<file path="config.mk">
export PLATFORM = sky130hd
export DESIGN_NAME = deserializer_electr_cfg
export DESIGN_NICKNAME = d
export VERILOG_FILES = /design/src/rtl/deserializer_electr_cfg.sv
export SDC_FILE = /design/constraint.sdc
export NUM_CORES = 1
export LEC_CHECK = 0
export ABC_AREA = 0
export CORE_MARGIN = 2
export CORE_UTILIZATION = 30
export CTS_CLUSTER_SIZE = 20
export DETAILED_ROUTE_END_ITERATION = 6
export GPL_TIMING_DRIVEN = 0
export PLACE_DENSITY = 0.5
export SYNTH_ARGS = -nofsm -noshare
export SYNTH_HDL_FRONTEND = slang
export SYNTH_SLANG_ARGS = --single-unit
</file>
<file path="constraint.sdc">
create_clock -name CLK -period 7.5 [get_ports CLK]
set_input_delay 1.5 -clock CLK [delete_from_list [all_inputs] [get_ports CLK]]
set_output_delay 1.5 -clock CLK [all_outputs]
set_load 0.05 [all_outputs]
</file>
<file path="src/rtl/deserializer_electr_cfg.sv">
// Receive end of the electrode-configuration serial link: shifts in an MSB-first
// frame, validates it against the sr_finish marker and commits it in parallel.
//
// state    | meaning
// IDLE     | no frame in progress; a stray sr_finish is flagged
// SHIFT    | enable_config high, bits being collected
// WAIT_FIN | enable_config has fallen, waiting up to FIN_WAIT cycles for sr_finish
module deserializer_electr_cfg #(
    parameter int N_ELECTRODES = 31,
    parameter int FIN_WAIT     = 2
) (
    input  logic                    CLK,
    input  logic                    RST,
    input  logic                    serial_in,
    input  logic                    enable_config,
    input  logic                    sr_finish,
    output logic [N_ELECTRODES-1:0] electr_config_out,
    output logic                    config_valid,
    output logic                    frame_err,
    output logic                    busy
);

    localparam int CNT_W = $clog2(N_ELECTRODES + 1);
    localparam logic [CNT_W-1:0] CNT_FULL = CNT_W'(N_ELECTRODES);
    localparam logic [3:0]       WAIT_MAX = 4'(FIN_WAIT);

    typedef enum logic [1:0] {
        IDLE     = 2'd0,
        SHIFT    = 2'd1,
        WAIT_FIN = 2'd2
    } state_t;

    state_t                  r_state;
    logic [N_ELECTRODES-1:0] r_shift;
    logic [CNT_W-1:0]        r_bit_cnt;
    logic [3:0]              r_wait_cnt;
    logic                    r_ovf;
    logic                    w_commit_ok;
    logic [N_ELECTRODES-1:0] w_shift_next;

    assign w_commit_ok  = (r_bit_cnt == CNT_FULL) && !r_ovf;
    assign w_shift_next = {r_shift[N_ELECTRODES-2:0], serial_in};

    always_ff @(posedge CLK or posedge RST) begin
        if (RST) begin
            r_state           <= IDLE;
            r_shift           <= '0;
            r_bit_cnt         <= '0;
            r_wait_cnt        <= '0;
            r_ovf             <= 1'b0;
            electr_config_out <= '0;
            config_valid      <= 1'b0;
            frame_err         <= 1'b0;
            busy              <= 1'b0;
        end else begin
            config_valid <= 1'b0;
            frame_err    <= 1'b0;
            case (r_state)
                IDLE: begin
                    if (sr_finish) begin
                        frame_err <= 1'b1;
                    end else if (enable_config) begin
                        r_shift   <= w_shift_next;
                        r_bit_cnt <= CNT_W'(1);
                        r_ovf     <= 1'b0;
                        r_state   <= SHIFT;
                        busy      <= 1'b1;
                    end
                end

                SHIFT: begin
                    if (enable_config && sr_finish) begin
                        frame_err <= 1'b1;
                        r_state   <= IDLE;
                        busy      <= 1'b0;
                    end else if (enable_config) begin
                        // Extra bits beyond the frame poison it rather than shift
                        if (r_bit_cnt == CNT_FULL) begin
                            r_ovf <= 1'b1;
                        end else if (!r_ovf) begin
                            r_shift   <= w_shift_next;
                            r_bit_cnt <= r_bit_cnt + CNT_W'(1);
                        end
                    end else if (sr_finish) begin
                        if (w_commit_ok) begin
                            electr_config_out <= r_shift;
                            config_valid      <= 1'b1;
                        end else begin
                            frame_err <= 1'b1;
                        end
                        r_state <= IDLE;
                        busy    <= 1'b0;
                    end else begin
                        r_wait_cnt <= 4'd1;
                        r_state    <= WAIT_FIN;
                    end
                end

                WAIT_FIN: begin
                    if (sr_finish) begin
                        if (w_commit_ok) begin
                            electr_config_out <= r_shift;
                            config_valid      <= 1'b1;
                        end else begin
                            frame_err <= 1'b1;
                        end
                        r_state <= IDLE;
                        busy    <= 1'b0;
                    end else if (enable_config || (r_wait_cnt == WAIT_MAX)) begin
                        frame_err <= 1'b1;
                        r_state   <= IDLE;
                        busy      <= 1'b0;
                    end else begin
                        r_wait_cnt <= r_wait_cnt + 4'd1;
                    end
                end

                default: begin
                    r_state <= IDLE;
                    busy    <= 1'b0;
                end
            endcase
        end
    end

endmodule
</file>
==> reports/metrics.csv <==
stage;metric;value;unit
sta;post-route-period-util;40.15;%
grt;track_usage;11.50;%
yosys;syn_area_per_cell;14.26;µm²
clock_network;cts_buffer_depth;2;
place;routabilityCongestion;0.7660;
routing;ant_nets;0;
floorplan;die-area;12130;µm²
yosys;synth.top_cell.area_share;57.02;%
sta;tns;0;ns
hold_path;min_path_type;flop to flop;
cells_and_area;diodes;0;
worst_setup_path;worstPathRequired;6.00;ns
floorplan;start_util;30.90;%
pwr;power_density;278.9;nW/µm²
yosys;syn_inst;237;
pwr;power;1.184;mW
floorplan;die_w;110.1;µm
worst_setup_path;critPathSlowestCell;clkdlybuf4s50_1;
pwr;vdd_drop_max;0.1244;mV
grt;antenna_found_initial;0;
worst_setup_path;path_class;flop to primary output;
routing;drt-initial-drc-count;68;
cells_and_area;instances_no_fill;432;
cells_and_area;syn_to_final_growth;25.58;%
floorplan;pin_count;39;
clock_network;path_clk_slew;0.05;ns
sta;finalSetupViolations;0;
clock_network;postCtsSetupBuffers;0;
place;placed_cell_area;3965;µm²
run_status;status;finished clean;
yosys;async_flop_share;100.0;%
clock_network;cts_buffers;9;
sta;max_slew_margin;65.40;%
routing;wl_met2;2641;µm
cells_and_area;mostFrequentLayoutCells;dfrtp_1, clkdlybuf4s50_1, mux2_2, mux2_4, nand2_1;
worst_setup_path;cp.buffers_inverters;1;
yosys;yosys.area.top_type;dfrtp_1;
worst_setup_path;crit_chain;clkdlybuf4s50_1;
sta;timing.hold.ws;0.4877;ns
cells_and_area;layout_commonest_cell;dfrtp_1;
sta;rsz0062_at_grt;false;
routing;topRoutingLayerUsed;met4;
routing;finalWirelength;6014;µm
routing;post-route-drc-count;0;
cells_and_area;final_nets;301;
routing;via_per_inst;4.539;
yosys;synth-edff-count;0;
clock_network;cts_hold_buf;0;
yosys;netlist_top_cells_area;dfrtp_1, mux2_2, mux2_4;
routing;num_vias;1961;
cells_and_area;fillers;1048;
floorplan;coreArea;10940;µm²
worst_setup_path;crit_family;buffers and inverters;
cells_and_area;drive_gt1_share;32.19;%
sta;max_freq;332.1;MHz
sta;final-hold-violation-count;0;
grt;grt_pass1_vias;2118;
grt;grt_max_degree;44;
sta;tightestPinTransition;0.5174;ns
grt;grt_overflow;0;
place;placed_cells;416;
yosys;syn_nets;251;
cells_and_area;design_area;4244;µm²
worst_setup_path;worstPathArrival;1.51;ns
clock_network;cts_resized;0;
cells_and_area;fin_util;38.81;%
place;place_hpwl;3939;µm
clock_network;clock_latency;0.33;ns
floorplan;dieHeight;110.1;µm
routing;m1WireLength;3017;µm
worst_setup_path;max_stage_delay;0.81;ns
sta;fin_ws;4.489;ns
sta;fin_crit;3.011;ns
run;cap_violations;0;
sta;finalMaxSlewViolations;0;
worst_setup_path;startpoint_type;flop;
floorplan;num_rows;38;
grt;grt_first_pass_wirelength;10630;µm
place;port_buffers;38;
yosys;syn_area;3379;µm²
yosys;ys_ff_latch;77;
yosys;yosysSeqAreaShare;57.02;%
yosys;yosys_warnings;0;
place;place_ws;4.210;ns
clock_network;cts_root_buf;clkbuf_16;
clock_network;cts_sinks;77;
routing;firstDrtPassIters;4;
clock_network;htreeDepth;3;
worst_setup_path;critPathMaxFanout;2;
worst_setup_path;crit_path_end_kind;primary output;
sta;clock_skew;0.005028;ns
routing;routed-wl-met3;240;µm
pwr;power_leakage;2.057;nW
clock_network;cts_tree;built;
routing;wire_per_inst;13.92;µm
yosys;ys_types;39;
yosys;yosys_most_used_dff;dfrtp_1;
## worst register-to-register path: stages, from the launching register on
cell and delay, ns:
dfrtp_1 0.40, ha_1 0.18, and3_1 0.18, ha_1 0.26, nor3b_2 0.09, o21ai_4 0.37
buf_8 0.22, mux2_4 0.31
## sequential cells by signal, indices dropped and copies added (netlist names)
register and cells:
busy 1, config_valid 1, electr_config_out 31, frame_err 1
r_bit_cnt 5, r_ovf 1, r_shift 31, r_state 2
r_wait_cnt 4
## layer usage
metal  track usage, %  up-vias
li1                 -      938
met1            15.66      984
met2            16.78       30
met3            3.762        9
met4            4.821        0
met5                0        -
## report_power, final
group          internal [mW]  switching (mW)  leakage, nW
clock network          0.240           0.161        0.138
logic                  0.125           0.128        0.873
registers              0.478          0.0518         1.05
## cells by family (layout without fill, tap and decap cells)
logic type | after synthesis | in the layout | synth area share (%)
and+or+nand+nor | 43 | 43 | 7.108
AOI/OAI and AO/OA | 27 | 27 | 5.072
muxes | 64 | 64 | 24.21
buffers and inverters | 17 | 72 | 3.258
adders and majority gates | 9 | 9 | 3.332
DFF | 77 | 77 | 57.02
## final timing paths
path / from / endpoint / slack (ns) / cells past startpoint
setup / recovery: electr_config_out[20] / electr_config_out[20] / 4.49 / 1
setup reg to reg: r_bit_cnt[0] / r_shift[27] / 5.36 / 7
hold / removal: electr_config_out[26] / electr_config_out[26] / 0.49 / 1
max in group asynchronous: RST / electr_config_out[0] / 5.39 / 3
min in group asynchronous: RST / r_state[1] / 1.55 / 2
hold reg to reg: electr_config_out[26] / electr_config_out[26] / 0.49 / 1
## cells in the mapped netlist (all sizes together) (2+ instances only)
cell type  count
mux2          64
o21ai          6
nor2           6
a21o           2
dfrtp         77
buf            8
a21oi         11
nand2         13
ha             9
and2b          2
inv            8
nand2b         4
or2            2
nand4          3
nand3          5
nor3b          2
a31oi          3
or4            2
## area by class of cell
cell class	instances	area, µm²	share of cell area [%]
plain buffers	9	80.08	1.887
clock buffers	12	256.5	6.044
clock inverters	4	22.52	0.5307
inverters	8	32.53	0.7665
multi-input cells	143	1343	31.63
flip-flops and latches	77	1927	45.40
well taps	140	175.2	4.127
repair buffers	39	407.9	9.611
(Power assumes the default switching activity.)
